$ cat config.mk
export PLATFORM = sky130hd
export DESIGN_NAME = serial_compare_ctrl
export DESIGN_NICKNAME = d
export VERILOG_FILES = /design/src/rtl/serial_compare_ctrl.sv
export SDC_FILE = /design/constraint.sdc
export NUM_CORES = 1
export LEC_CHECK = 0
export ABC_CLOCK_PERIOD_IN_PS = 18100
export CORE_MARGIN = 2
export CORE_UTILIZATION = 40
export CTS_CLUSTER_SIZE = 20
export DETAILED_ROUTE_END_ITERATION = 8
export PLACE_DENSITY = 0.65
export SLEW_MARGIN = 20
export SYNTH_ARGS = -nofsm -noshare
export SYNTH_HDL_FRONTEND = slang
export SYNTH_SLANG_ARGS = --single-unit
$ cat constraint.sdc
create_clock -name clk -period 18.1 [get_ports clk]
set_clock_uncertainty 0.2 [all_clocks]
set_input_delay 3.62 -clock clk [delete_from_list [all_inputs] [get_ports clk]]
set_output_delay 3.62 -clock clk [all_outputs]
set_load 0.005 [all_outputs]
$ cat src/rtl/serial_compare_ctrl.sv
// ---------------------------------------------------------------------------
// serial_compare_ctrl
//
// Bit-serial magnitude/equality comparator controller. Two WIDTH-bit operands
// are walked LSB first through an external 1-bit compare slice. The slice
// folds one bit pair into a running (less, equal) chain. After WIDTH cycles
// the final chain is decoded into a 1-bit result according to the selected
// compare operation.
//
// Signed compares reuse the unsigned slice. On the MSB cycle the two sign
// bits are exchanged before they reach the slice. A negative operand has
// sign bit 1 and a non-negative operand has sign bit 0, so exchanging them
// inverts only the sign ordering. That is exactly the two's-complement
// ordering.
//
// Parameters
//   WIDTH           operand width in bits (2..64)
//
// Ports
//   clk             clock, rising-edge active
//   rst             asynchronous active-high reset
//   start           compare request, sampled only in IDLE
//   src1, src2      operands A and B, captured on an accepted start
//   comp            operation select, captured on an accepted start
//                   0 EQ, 1 NE, 2 LT, 3 GE, 4 LTU, 5 GEU, 6 GT, 7 LE
//   flush           synchronous abort back to IDLE, no done pulse
//   busy            high while the serial walk is in progress (RUN)
//   done            one-cycle pulse when result is valid
//   result          compare outcome, held until the next completed compare
//   slice_src1      operand A bit presented to the slice
//   slice_src2      operand B bit presented to the slice
//   slice_less      running less-than chain presented to the slice
//   slice_equal     running equal chain presented to the slice
//   slice_is_less   slice less output (combinational from slice_*)
//   slice_is_equal  slice equal output (combinational from slice_*)
// ---------------------------------------------------------------------------
module serial_compare_ctrl #(
  parameter int WIDTH = 32
) (
  input  logic             clk,
  input  logic             rst,
  input  logic             start,
  input  logic [WIDTH-1:0] src1,
  input  logic [WIDTH-1:0] src2,
  input  logic [2:0]       comp,
  input  logic             flush,
  output logic             busy,
  output logic             done,
  output logic             result,
  output logic             slice_src1,
  output logic             slice_src2,
  output logic             slice_less,
  output logic             slice_equal,
  input  logic             slice_is_less,
  input  logic             slice_is_equal
);

  localparam int IDX_W = (WIDTH > 1) ? $clog2(WIDTH) : 1;
  localparam logic [IDX_W-1:0] LAST_IDX = IDX_W'(WIDTH - 1);

  localparam logic [2:0] OP_EQ  = 3'd0;
  localparam logic [2:0] OP_NE  = 3'd1;
  localparam logic [2:0] OP_LT  = 3'd2;
  localparam logic [2:0] OP_GE  = 3'd3;
  localparam logic [2:0] OP_LTU = 3'd4;
  localparam logic [2:0] OP_GEU = 3'd5;
  localparam logic [2:0] OP_GT  = 3'd6;
  localparam logic [2:0] OP_LE  = 3'd7;

  typedef enum logic [1:0] {
    S_IDLE = 2'd0,
    S_RUN  = 2'd1,
    S_DONE = 2'd2
  } state_t;

  state_t           state;
  state_t           state_nxt;

  logic [IDX_W-1:0] idx;
  logic [WIDTH-1:0] op_a;
  logic [WIDTH-1:0] op_b;
  logic [2:0]       op_comp;
  logic             chain_less;
  logic             chain_equal;

  logic             accept;
  logic             last_bit;
  logic             bit_a;
  logic             bit_b;

  // Decode the final (less, equal) chain into the requested outcome.
  // Signed and unsigned flavours differ only in the MSB swap upstream,
  // so the decode is the same for both.
  function automatic logic comp_outcome(input logic [2:0] op,
                                        input logic       less,
                                        input logic       equal);
    logic res;
    res = 1'b0;
    case (op)
      OP_EQ:   res = equal;
      OP_NE:   res = ~equal;
      OP_LT:   res = less;
      OP_GE:   res = ~less;
      OP_LTU:  res = less;
      OP_GEU:  res = ~less;
      OP_GT:   res = ~less & ~equal;
      OP_LE:   res = less | equal;
      default: res = 1'b0;
    endcase
    return res;
  endfunction

  // Only the two unsigned operations skip the sign-bit exchange.
  function automatic logic is_signed_op(input logic [2:0] op);
    return !((op == OP_LTU) || (op == OP_GEU));
  endfunction

  // flush beats start, so a simultaneous flush/start leaves us in IDLE.
  assign accept   = (state == S_IDLE) && start && !flush;
  assign last_bit = (state == S_RUN) && (idx == LAST_IDX);

  // ---- state register ----
  always_ff @(posedge clk or posedge rst) begin
    if (rst) begin
      state <= S_IDLE;
    end else begin
      state <= state_nxt;
    end
  end

  // ---- next-state logic ----
  always_comb begin
    state_nxt = state;
    case (state)
      S_IDLE:  if (start)    state_nxt = S_RUN;
      S_RUN:   if (last_bit) state_nxt = S_DONE;
      S_DONE:  state_nxt = S_IDLE;
      default: state_nxt = S_IDLE;
    endcase
    if (flush) begin
      state_nxt = S_IDLE;
    end
  end

  // ---- output logic ----
  always_comb begin
    busy        = 1'b0;
    done        = 1'b0;
    bit_a       = op_a[idx];
    bit_b       = op_b[idx];
    slice_src1  = 1'b0;
    slice_src2  = 1'b0;
    slice_less  = 1'b0;
    slice_equal = 1'b0;
    case (state)
      S_RUN: begin
        busy = 1'b1;
        if ((idx == LAST_IDX) && is_signed_op(op_comp)) begin
          slice_src1 = bit_b;
          slice_src2 = bit_a;
        end else begin
          slice_src1 = bit_a;
          slice_src2 = bit_b;
        end
        slice_less  = chain_less;
        slice_equal = chain_equal;
      end
      S_DONE: begin
        done = 1'b1;
      end
      default: begin
        busy = 1'b0;
      end
    endcase
  end

  // ---- control state: bit index, chain, result ----
  // The result register is written on the edge that leaves RUN. It is
  // therefore already valid during the DONE cycle that carries the done
  // pulse. A flush on that same edge suppresses the update.
  always_ff @(posedge clk or posedge rst) begin
    if (rst) begin
      idx         <= '0;
      chain_less  <= 1'b0;
      chain_equal <= 1'b1;
      result      <= 1'b0;
    end else begin
      if (accept) begin
        idx         <= '0;
        chain_less  <= 1'b0;
        chain_equal <= 1'b1;
      end else if ((state == S_RUN) && !flush) begin
        chain_less  <= slice_is_less;
        chain_equal <= slice_is_equal;
        idx         <= last_bit ? '0 : idx + IDX_W'(1);
      end
      if (last_bit && !flush) begin
        result <= comp_outcome(op_comp, slice_is_less, slice_is_equal);
      end
    end
  end

  // ---- operand capture ----
  // Operands and comp are captured only on an accepted start. Later
  // changes on the inputs therefore cannot disturb a compare in flight.
  always_ff @(posedge clk) begin
    if (accept) begin
      op_a    <= src1;
      op_b    <= src2;
      op_comp <= comp;
    end
  end

endmodule
== Word level (Yosys, flattened, before mapping) ==
Index checks and enable logic that the tools add are counted.
Widths: inputs -> output; s select.

* Add/sub/neg operators: 1
* $lt $le $gt $ge: 1
* Equality and inequality tests: 12
* Muxes and demuxes: 24
* Bitwise operators: 4
* Reductions and logical operators: 15

{| class="wikitable"
|+ Operators by type and width
! kind !! number
|-
| $mux 5 || 3
|-
| $mux 1 || 14
|-
| $eq 3x3->1 const B || 4
|-
| $bmux 1 s5 || 2
|-
| $eq 3x2->1 const B || 2
|-
| $logic_and 1x1->1 || 6
|-
| $lt 5x6->1 const B || 1
|-
| $mux 2 || 3
|-
| $ne 3x3->1 const B || 2
|-
| $pmux 1 s6 || 1
|-
| $add 5x1->5 const B || 1
|-
| $eq 5x5->1 const B || 1
|-
| $pmux 2 s2 || 1
|-
| $reduce_or 2->1 || 2
|-
| $eq 3x1->1 const B || 1
|-
| $logic_not 3->1 || 1
|-
| $eq 2x1->1 const B || 1
|-
| $eq 2x2->1 const B || 1
|-
| $logic_not 1->1 || 2
|-
| $logic_not 2->1 || 1
|-
| $not 1->1 || 2
|-
| $reduce_and 2->1 || 1
|-
| $reduce_bool 2->1 || 1
|-
| $and 1x1->1 || 1
|-
| other kinds (2) || 2
|}

* Register bits after elaboration: 77
* Input port bits: 73
* Output and inout bits: 7
* Word-level logic and storage cells: 65

== Logic depth before layout (Yosys ltp) ==
Gate-level depths: netlist of the first run.

* Depth after elaboration: 6
* Mapped depth: 9
* Mapped depth without buffers: 7

== Worst setup path after synthesis of the first run ==
No wires, ideal clock.

* Kind: input to register
* From: input flush
* To: register idx[4]
* Setup time: 127 ps
* Arrival time: 12012 ps
* Required time: 17773 ps
* Slack: 5762 ps
* Cell stages on the path: 3
* Buffers on the path: 0
* Cell sequence: nor4b_1 nor2_1 a22o_1

* Word-level cells in the longest chain between the ends: 3

{| class="wikitable"
|+ RTL lines
! item !! RTL line !! RTL
|-
| start, declared || 46 || <nowiki>input logic flush,</nowiki>
|-
| $logic_not 1->1 (*) || 119, 192 ||
|-
| $logic_and 1x1->1 (on tied branches) || 119, 192 ||
|-
| $mux 5 or $reduce_bool 2->1 (tied branches) || -- ||
|-
| end signal, assigned || 195 || <nowiki>idx <= last_bit ? '0 : idx + IDX_W'(1);</nowiki>
|-
| end, declared || 79 || <nowiki>logic [IDX_W-1:0] idx;</nowiki>
|}

Mark *: on every way between the ends. The rest lies on a longest branch, timed or not.
A chain may end at the register's enable or synchronous reset.

== Worst setup path in the final report of the first run ==
* From: register idx[0]
* To: output slice_src1

* Word-level cells in the longest chain between the ends: 4

{| class="wikitable"
|+ RTL lines
! item !! RTL line !! RTL
|-
| $bmux 1 s5, or another cell as far along || 149 || <nowiki>bit_a = op_a[idx];</nowiki>
|-
| $mux 1 (implied by the code), or another cell as far along || 149 ||
|-
| $mux 1 (*) || 158 || <nowiki>if ((idx == LAST_IDX) && is_signed_op(op_comp)) begin</nowiki>
|-
| $mux 1 (*) || 155 || <nowiki>case (state)</nowiki>
|-
| end, declared || 50 || <nowiki>output logic slice_src1,</nowiki>
|}

Mark *: on every way between the ends. The rest lies on a longest branch, timed or not. The select of a mux whose other input is x is not followed.

==> results.yml, run 1 <==
routing:
  drc: 0
  wl_microns: 6172
  drt_pre_antenna_iters: 4
  wl_per_cell_microns: 16.24
  viasPerCell: 5.013
  vias: 1905
  drt-initial-drc-count: 106
  ant_nets: 0
critical_path:
  cp_max_fo: 23
  crit_family: "multiplexers"
  r2r_setup_slack_ns: 15.66
  crit_path_end_kind: "primary output"
  r2r_start: "idx[0]$_DFFE_PP0P_"
  arrival_ns: 3.48
  start_kind: "flip-flop"
  critical_path_depth: 6
  crit_type: "reg2out"
  crit_end: "slice_src1"
  reg2reg_depth: 7
  timing.rr.end: "idx[2]$_DFFE_PP0P_"
  crit_start: "idx[0]$_DFFE_PP0P_"
  slowest_delay_ns: 0.94
  critPathSlowestCell: "dfrtp_1"
  cp_cell_sequence: "mux4_1, mux4_2, or2_0, o31a_1, o221a_1, clkdlybuf4s50_1"
  cp_num_buf_inv: 1
  cp.required_ns: 14.28
floorplan:
  rows: 33
  io_pins: 80
  coreArea_sq_um: 8093
  start_util: 0.4048
  die_y_microns: 94.50
  die-area_sq_um: 8929
  die_w_microns: 94.50
power:
  p_leak_nw: 1.470
  p_per_area_nw_per_um2: 89.61
  irDropWorstVdd_mv: 0.04267
  finalPower_mw: 0.3897
synthesis:
  synth_seq_cells: 77
  synthDistinctLibCells: 40
  synth_flop_cell: "edfxtp_1"
  postSynthCellCount: 187
  ys_seq_area_frac: 0.6910
  synth-edff-count: 67
  post_synth.cell_area_avg_sq_um: 17.52
  synthArstFlopShare: 0.1299
  netlist_area_sq_um: 3276
  syn_nets: 262
  yosys_warnings: 0
grt:
  grt_max_degree: 73
  grt_util_all_layers: 0.1459
  grt_pass1_wl_microns: 9556
  grt_pass1_vias: 1935
  antenna_found_initial: 0
  overflow: 0
timing:
  finalCritPeriodShare: 0.4033
  fin_crit_ns: 7.299
  fmax_mhz: 137.0
  rsz0062_at_grt: "no"
  setup_viol: 0
  max-slew-margin-rel: 0.3888
  hold_viol_final: 0
  setup_tns_ns: 0
  worst_pin_slew_ns: 0.9167
  slew_violations: 0
flow_run:
  drv_cap: 0
clocking:
  clk_pin_slew_ns: 0.07
  ctsHtreeMaxLevel: 3
  clkSinkCount: 77
  cts_tree: "done"
  clkLatencyLatePin_ns: 0.34
  postCtsSetupBuffers: 0
  holdBufCountCts: 0
  root_buffer: "clkbuf_8"
  cts_buffers: 9
  cts_resized: 0
  clockBufferDepth: 2
cells_and_area:
  final_nets: 345
  drive_gt1_frac: 0.1055
  area_delta_synth_final_pct: 32.77
  diodes: 0
placement:
  io_buffer_count: 79
  hpwl_microns: 4209
  gp_congestion: 0.8177
worst_hold_path:
  hold_class: "reg2reg"
outcome:
  outcome: "completed"
stage by stage:
step,hold WS [ns],setup slack [ns],std cells,util,cell area [sq um]
after floorplan,0.2776,5.762,187,-,3276
after global placement,0.3009,11.16,364,0.5159,4175
after detailed placement,0.3059,11.10,364,0.5159,4175
after CTS,0.3230,10.73,380,0.5374,4349
after global routing,0.3417,10.64,380,0.5374,4349
final,0.3173,10.80,380,0.5374,4349
layout make-up:
| cell class | count | area [sq um] |
|---|---|---|
| inverter | 3 | 11.26 |
| fill | 699 | 3744 |
| clock inverter | 7 | 50.05 |
| clock buffer | 9 | 123.9 |
| tap | 105 | 131.4 |
| sequential | 77 | 2263 |
| multi-input combinational | 98 | 963.4 |
| timing repair buffer | 81 | 805.8 |
power by group:
part	internal (mW)	switching, mW
registers	0.204	0.0106
clock network	0.0500	0.0634
logic	0.0390	0.0225
how the worst min path moves through the flow:
| stage | startpoint | to | slack [ns] | depth (start not counted) |
|---|---|---|---|---|
| floorplan | chain_less$_DFFE_PP0P_ | chain_less$_DFFE_PP0P_ | 0.28 | 2 |
| global placement | chain_less$_DFFE_PP0P_ | chain_less$_DFFE_PP0P_ | 0.30 | 2 |
| detailed placement | chain_less$_DFFE_PP0P_ | chain_less$_DFFE_PP0P_ | 0.31 | 2 |
| CTS | chain_less$_DFFE_PP0P_ | chain_less$_DFFE_PP0P_ | 0.32 | 2 |
| global route | chain_less$_DFFE_PP0P_ | chain_less$_DFFE_PP0P_ | 0.34 | 2 |
| finish | chain_less$_DFFE_PP0P_ | chain_less$_DFFE_PP0P_ | 0.32 | 2 |
worst min-delay path: cells and delay by family (launching register included):
family        cells  cell delay, ns
mux               1            0.06
flops             1            0.34
simple gates      1            0.07
kinds of logic after synthesis:
logic type,after synthesis,share of synthesized area
AO/OA/AOI/OAI,24,0.05004
XOR/XNOR,2,0.005349
adder cells (fa/ha/maj),2,0.007638
buffers and inverters,12,0.01681
flip-flops,77,0.6910
multiplexers,26,0.1543
AND/OR/NAND/NOR,44,0.07487
routing by layer:
| metal | vias up | track usage | routed length, microns |
|---|---|---|---|
| li1 | 914 | - | - |
| met1 | 931 | 0.1729 | 2572 |
| met2 | 52 | 0.2500 | 3184 |
| met3 | 8 | 0.04150 | 326 |
| met4 | 0 | 0.06159 | 90 |
| met5 | - | 0 | 0 |
Yosys cell counts (2+ instances only):
cell type  instances  area (sq um)
a2111oi_0          2         17.52
a211oi_1           3         22.52
a21oi_1            5         25.02
and2_1             3         18.77
buf_1              2         7.510
buf_2              2         10.01
clkbuf_1           4         15.01
dfrtp_1            9         225.2
edfxtp_1          67          2012
ha_1               2         25.02
inv_1              3         11.26
mux2_2             2         22.52
mux2i_1            7         70.07
mux4_1             8         210.2
mux4_2             9         202.7
nand2_1            8         30.03
nand2b_1           4         25.02
nand3_1            2         10.01
nor2_1             5         18.77
nor2b_1           12         75.07
nor3b_1            3         22.52
nor4_1             2         12.51
o21ai_0            6         30.03
layout by cell type (no fill, tap or decap), types with 3 or more instances in the layout:
master           instances
and2_1                   3
a211oi_1                 3
dfrtp_1                  9
mux2i_1                  7
inv_1                    3
mux4_2                   9
nand2_1                  8
nand2b_1                 4
nor2_1                   5
clkbuf_8                 9
mux4_1                   8
edfxtp_1                67
clkinv_4                 3
a21oi_1                  5
clkdlybuf4s50_1         79
nor3b_1                  3
o21ai_0                  6
nor2b_1                 12
registers in the layout, summed over array words and instances, names as in the netlist:
| name | flops |
|---|---|
| op_b | 32 |
| chain_equal | 1 |
| result | 1 |
| state | 2 |
| chain_less | 1 |
| idx | 5 |
| op_a | 32 |
| op_comp | 3 |
Power figures use the tool's default switching activity.
==> run 2: changes to the inputs <==
- ABC_CLOCK_PERIOD_IN_PS: 18100 -> 6200
- PLACE_DENSITY: 0.65 -> 0.67
- clock period: 18.1 -> 6.2 ns (I/O delays scaled with it)
==> run 2 against run 1 <==
Sequential power rose to 2.9 times the previous value. Sequential share of layout area decreased by 0.30 points. Flip-flop and latch count is the same. Clock-buffer cell count rose by 1. Critical endpoint unchanged. Largest cell class unchanged. Largest power group unchanged. Highest routed layer unchanged.
==> results.yml, run 2 (same netlist as run 1, synthesis figures left out) <==
routing:
  wl_per_cell_microns: 15.88
  drt-initial-drc-count: 129
  wl_microns: 6020
  vias: 1930
  drt_pre_antenna_iters: 4
  dr_wl_met2_microns: 2928
  dr_wl_met3_microns: 328
  drt-met1-wl_microns: 2698
  ant_nets: 0
  viasPerCell: 5.092
  highest_layer: "met4"
  drc: 0
cells_and_area:
  reg_top3: "op_a (32), op_b (32), idx (5)"
  final_cell_mix: "79 x clkdlybuf4s50_1, 67 x edfxtp_1, 12 x nor2b_1"
  final_nets: 344
  final_cells: 379
  area_delta_synth_final_pct: 33.54
  drive_gt1_frac: 0.1058
  diodes: 0
  final_common_cell: "clkdlybuf4s50_1"
  final.fill_count: 694
clocking:
  root_buffer: "clkbuf_8"
  cts_buffers: 9
  cts_resized: 0
  clkLatencyLatePin_ns: 0.34
  ctsHtreeMaxLevel: 3
  clkSinkCount: 77
  clk_pin_slew_ns: 0.08
  holdBufCountCts: 0
  cts_tree: "done"
  postCtsSetupBuffers: 0
  clockBufferDepth: 2
flow_run:
  drv_cap: 0
critical_path:
  r2r_setup_slack_ns: 3.52
  r2r_start: "idx[0]$_DFFE_PP0P_"
  crit_type: "reg2out"
  arrival_ns: 3.40
  start_kind: "flip-flop"
  timing.rr.end: "idx[2]$_DFFE_PP0P_"
  cp_max_fo: 23
  crit_path_end_kind: "primary output"
  cp.required_ns: 4.76
  reg2reg_depth: 7
floorplan:
  start_util: 0.4048
  die_w_microns: 94.50
  rows: 33
  coreArea_sq_um: 8093
  die-area_sq_um: 8929
  io_pins: 80
  die_y_microns: 94.50
timing:
  max-slew-margin-rel: 0.3571
  setup_tns_ns: 0
  fin_crit_ns: 4.838
  setup_viol: 0
  fmax_mhz: 206.7
  slew_violations: 0
  finalCritPeriodShare: 0.7804
  worst_pin_slew_ns: 0.9644
  rsz0062_at_grt: "no"
  hold_viol_final: 0
power:
  p_per_area_nw_per_um2: 269.7
  p_leak_nw: 1.474
  finalPower_mw: 1.180
  irDropWorstVdd_mv: 0.1119
grt:
  grt_util_all_layers: 0.1472
  overflow: 0
  grt_pass1_wl_microns: 9597
  grt_max_degree: 73
  antenna_found_initial: 0
  grt_pass1_vias: 1951
worst_hold_path:
  hold_class: "reg2reg"
  hold_depth: 2
  holdPathEnd: "chain_less$_DFFE_PP0P_"
  hold_start: "chain_less$_DFFE_PP0P_"
placement:
  io_buffer_count: 79
  hpwl_microns: 4103
  gp_congestion: 0.7767
  dp.cells: 363
outcome:
  outcome: "completed"
==> run 2: area by class of cell <==
| type | instances | area, sq um | area share |
|---|---|---|---|
| clock buffers | 10 | 127.6 | 0.02918 |
| clock inverters | 6 | 70.07 | 0.01602 |
| inverters | 3 | 11.26 | 0.002574 |
| multi-input cells | 98 | 972.2 | 0.2223 |
| flip-flops and latches | 77 | 2263 | 0.5174 |
| well taps | 105 | 131.4 | 0.03003 |
| repair buffers | 80 | 798.3 | 0.1825 |
==> run 2: report_power, final <==
part	total (mW)	switching, mW	leakage (nW)	internal, mW
clock network	0.374	0.186	0.0895	0.189
logic	0.173	0.0594	0.631	0.114
registers	0.632	0.0355	0.753	0.597
total	1.18	0.281	1.47	0.899
==> run 2: worst max path at each step <==
stage | from | end | slack [ns]
floorplan | start | idx[4]$_DFFE_PP0P_ | 0.02
global placement | idx[0]$_DFFE_PP0P_ | slice_src1 | 1.72
detailed placement | idx[0]$_DFFE_PP0P_ | slice_src1 | 1.70
CTS | idx[0]$_DFFE_PP0P_ | slice_src1 | 1.32
global route | idx[0]$_DFFE_PP0P_ | slice_src1 | 1.14
finish | idx[0]$_DFFE_PP0P_ | slice_src1 | 1.36
==> run 2: critical path, cell delays in order, from the launching register on <==
cell	delay (ns)
dfrtp_1	0.91
mux4_1	0.66
mux4_2	0.48
or2_0	0.21
o31a_1	0.10
o221a_1	0.25
clkdlybuf4s50_1	0.44
==> run 2: per-layer routing <==
layer	vias to the layer above	track usage
met5	-	0
met4	0	0.05435
met3	7	0.04789
met2	61	0.2244
met1	950	0.1988
li1	912	-
==> run 2: metrics by stage <==
step | hold WS, ns | instance area, sq um | utilization | worst slack [ns]
global placement | 0.3027 | 4177 | 0.5161 | 1.719
global route | 0.3746 | 4374 | 0.5405 | 1.141
CTS | 0.3364 | 4374 | 0.5405 | 1.317
finish | 0.3293 | 4374 | 0.5405 | 1.362
floorplan | 0.2776 | 3282 | - | 0.01971
detailed placement | 0.3176 | 4177 | 0.5161 | 1.698
==> run 3: changes to the inputs <==
- ABC_CLOCK_PERIOD_IN_PS: 6200 -> 4900
- PLACE_DENSITY: 0.67 -> 0.65
- clock period: 6.2 -> 4.9 ns (I/O delays scaled with it)
==> run 3 against run 2 <==
Setup slack lost 0.93 ns. Global-route usage grew 0.36 points. Utilization grew 0.17 points. Highest routed layer unchanged.
==> results.yml, run 3 (same netlist as run 1, synthesis figures left out) <==
clocking:
  clk_pin_slew_ns: 0.08
  cts_buffers: 9
  clkLatencyLatePin_ns: 0.34
  cts_resized: 0
  ctsHtreeMaxLevel: 3
  holdBufCountCts: 0
  postCtsSetupBuffers: 0
  root_buffer: "clkbuf_8"
  clkSinkCount: 77
  clockBufferDepth: 2
  cts_tree: "done"
cells_and_area:
  drive_gt1_frac: 0.1123
  area_delta_synth_final_pct: 33.96
  multi_input_area_sq_um: 972.2
  final.fill_count: 669
  final_common_cell: "clkdlybuf4s50_1"
  diodes: 0
  reg_top3: "op_a (32), op_b (32), idx (5)"
  seq_area_sq_um: 2263
  final_cell_mix: "79 x clkdlybuf4s50_1, 67 x edfxtp_1, 12 x nor2b_1"
  stdcell_area_sq_um: 4388
  final_cells: 381
  final_nets: 346
power:
  irDropWorstVdd_mv: 0.1852
  p_per_area_nw_per_um2: 340.4
  p_leak_nw: 1.492
critical_path:
  crit_path_end_kind: "primary output"
  start_kind: "flip-flop"
  reg2reg_depth: 6
  timing.rr.end: "idx[2]$_DFFE_PP0P_"
  r2r_setup_slack_ns: 2.56
  r2r_start: "idx[2]$_DFFE_PP0P_"
  crit_type: "reg2out"
  arrival_ns: 3.28
  cp.required_ns: 3.72
  cp_max_fo: 26
grt:
  grtUsageMet1: 0.1828
  grt_pass1_vias: 2006
  overflow: 0
  grt-busiest-layer: "met2"
  met3_usage: 0.04389
  grt_util_all_layers: 0.1509
  grt_util_met2: 0.2488
  grt_max_degree: 38
  antenna_found_initial: 0
  grt_pass1_wl_microns: 9729
floorplan:
  coreArea_sq_um: 8093
  die-area_sq_um: 8929
  die_y_microns: 94.50
  start_util: 0.4048
  io_pins: 80
  rows: 33
  die_w_microns: 94.50
flow_run:
  drv_cap: 0
routing:
  drt_pre_antenna_iters: 4
  wl_microns: 5950
  drc: 0
  wl_per_cell_microns: 15.62
  drt-initial-drc-count: 87
  vias: 1919
  ant_nets: 0
  viasPerCell: 5.037
worst_hold_path:
  hold_start: "result$_DFFE_PP0P_"
  holdPathEnd: "result$_DFFE_PP0P_"
  hold_depth: 2
  hold_class: "reg2reg"
placement:
  io_buffer_count: 79
  placed_cell_area_sq_um: 4192
  gp_congestion: 0.7548
  dp.cells: 365
  hpwl_microns: 4326
timing:
  setup_tns_ns: 0
  max-slew-margin-rel: 0.3278
  slew_violations: 0
  setup_viol: 0
  fin_hold_ws_ns: 0.3356
  fin_crit_ns: 4.465
  hold_viol_final: 0
  fmax_mhz: 224.0
  worst_pin_slew_ns: 1.008
  rsz0062_at_grt: "no"
  finalCritPeriodShare: 0.9112
outcome:
  outcome: "completed"
[run 3: worst max-delay path by stage]
stage	start	end	slack, ns	cells after the start
after global routing	idx[2]$_DFFE_PP0P_	slice_src2	0.20	7
after detailed placement	idx[2]$_DFFE_PP0P_	slice_src1	0.74	6
after global placement	idx[2]$_DFFE_PP0P_	slice_src1	0.79	6
after floorplan	flush	idx[2]$_DFFE_PP0P_	0.75	4
final	idx[2]$_DFFE_PP0P_	slice_src1	0.44	6
after CTS	idx[2]$_DFFE_PP0P_	slice_src1	0.35	6
[run 3: where the power goes]
group	internal (mW)	switching [mW]
Clock	0.237	0.235
Sequential	0.755	0.0405
Combinational	0.147	0.0803
Total	1.14	0.355
[run 3: area by class of cell]
| cell class | count | area share |
|---|---|---|
| flip-flops and latches | 77 | 0.5158 |
| clock buffers | 9 | 0.02823 |
| repair buffers | 82 | 0.1853 |
| clock inverters | 7 | 0.01654 |
| well taps | 105 | 0.02994 |
| multi-input cells | 98 | 0.2216 |
| inverters | 3 | 0.002566 |
[run 3: critical path, stage by stage, from the launching register on]
cell             delay [ns]
dfrtp_1                1.01
mux4_2                 0.41
mux4_2                 0.50
or2_0                  0.21
o31a_1                 0.10
o221a_1                0.25
clkdlybuf4s50_1        0.44
[run 3: metal layers]
metal	up-vias	part of all wire
met5	-	0
met4	0	0.023
met3	11	0.047
met2	54	0.50
met1	938	0.43
li1	916	-
[run 3: metrics by stage]
step	power, mW	utilization	worst slack (ns)
4_1_cts	1.515	0.5422	0.3501
3_3_place_gp	1.037	0.5179	0.7943
5_1_grt	1.563	0.5422	0.1956
3_5_place_dp	1.043	0.5179	0.7388
6_report	1.494	0.5422	0.4353
2_1_floorplan	0.9363	-	0.7490
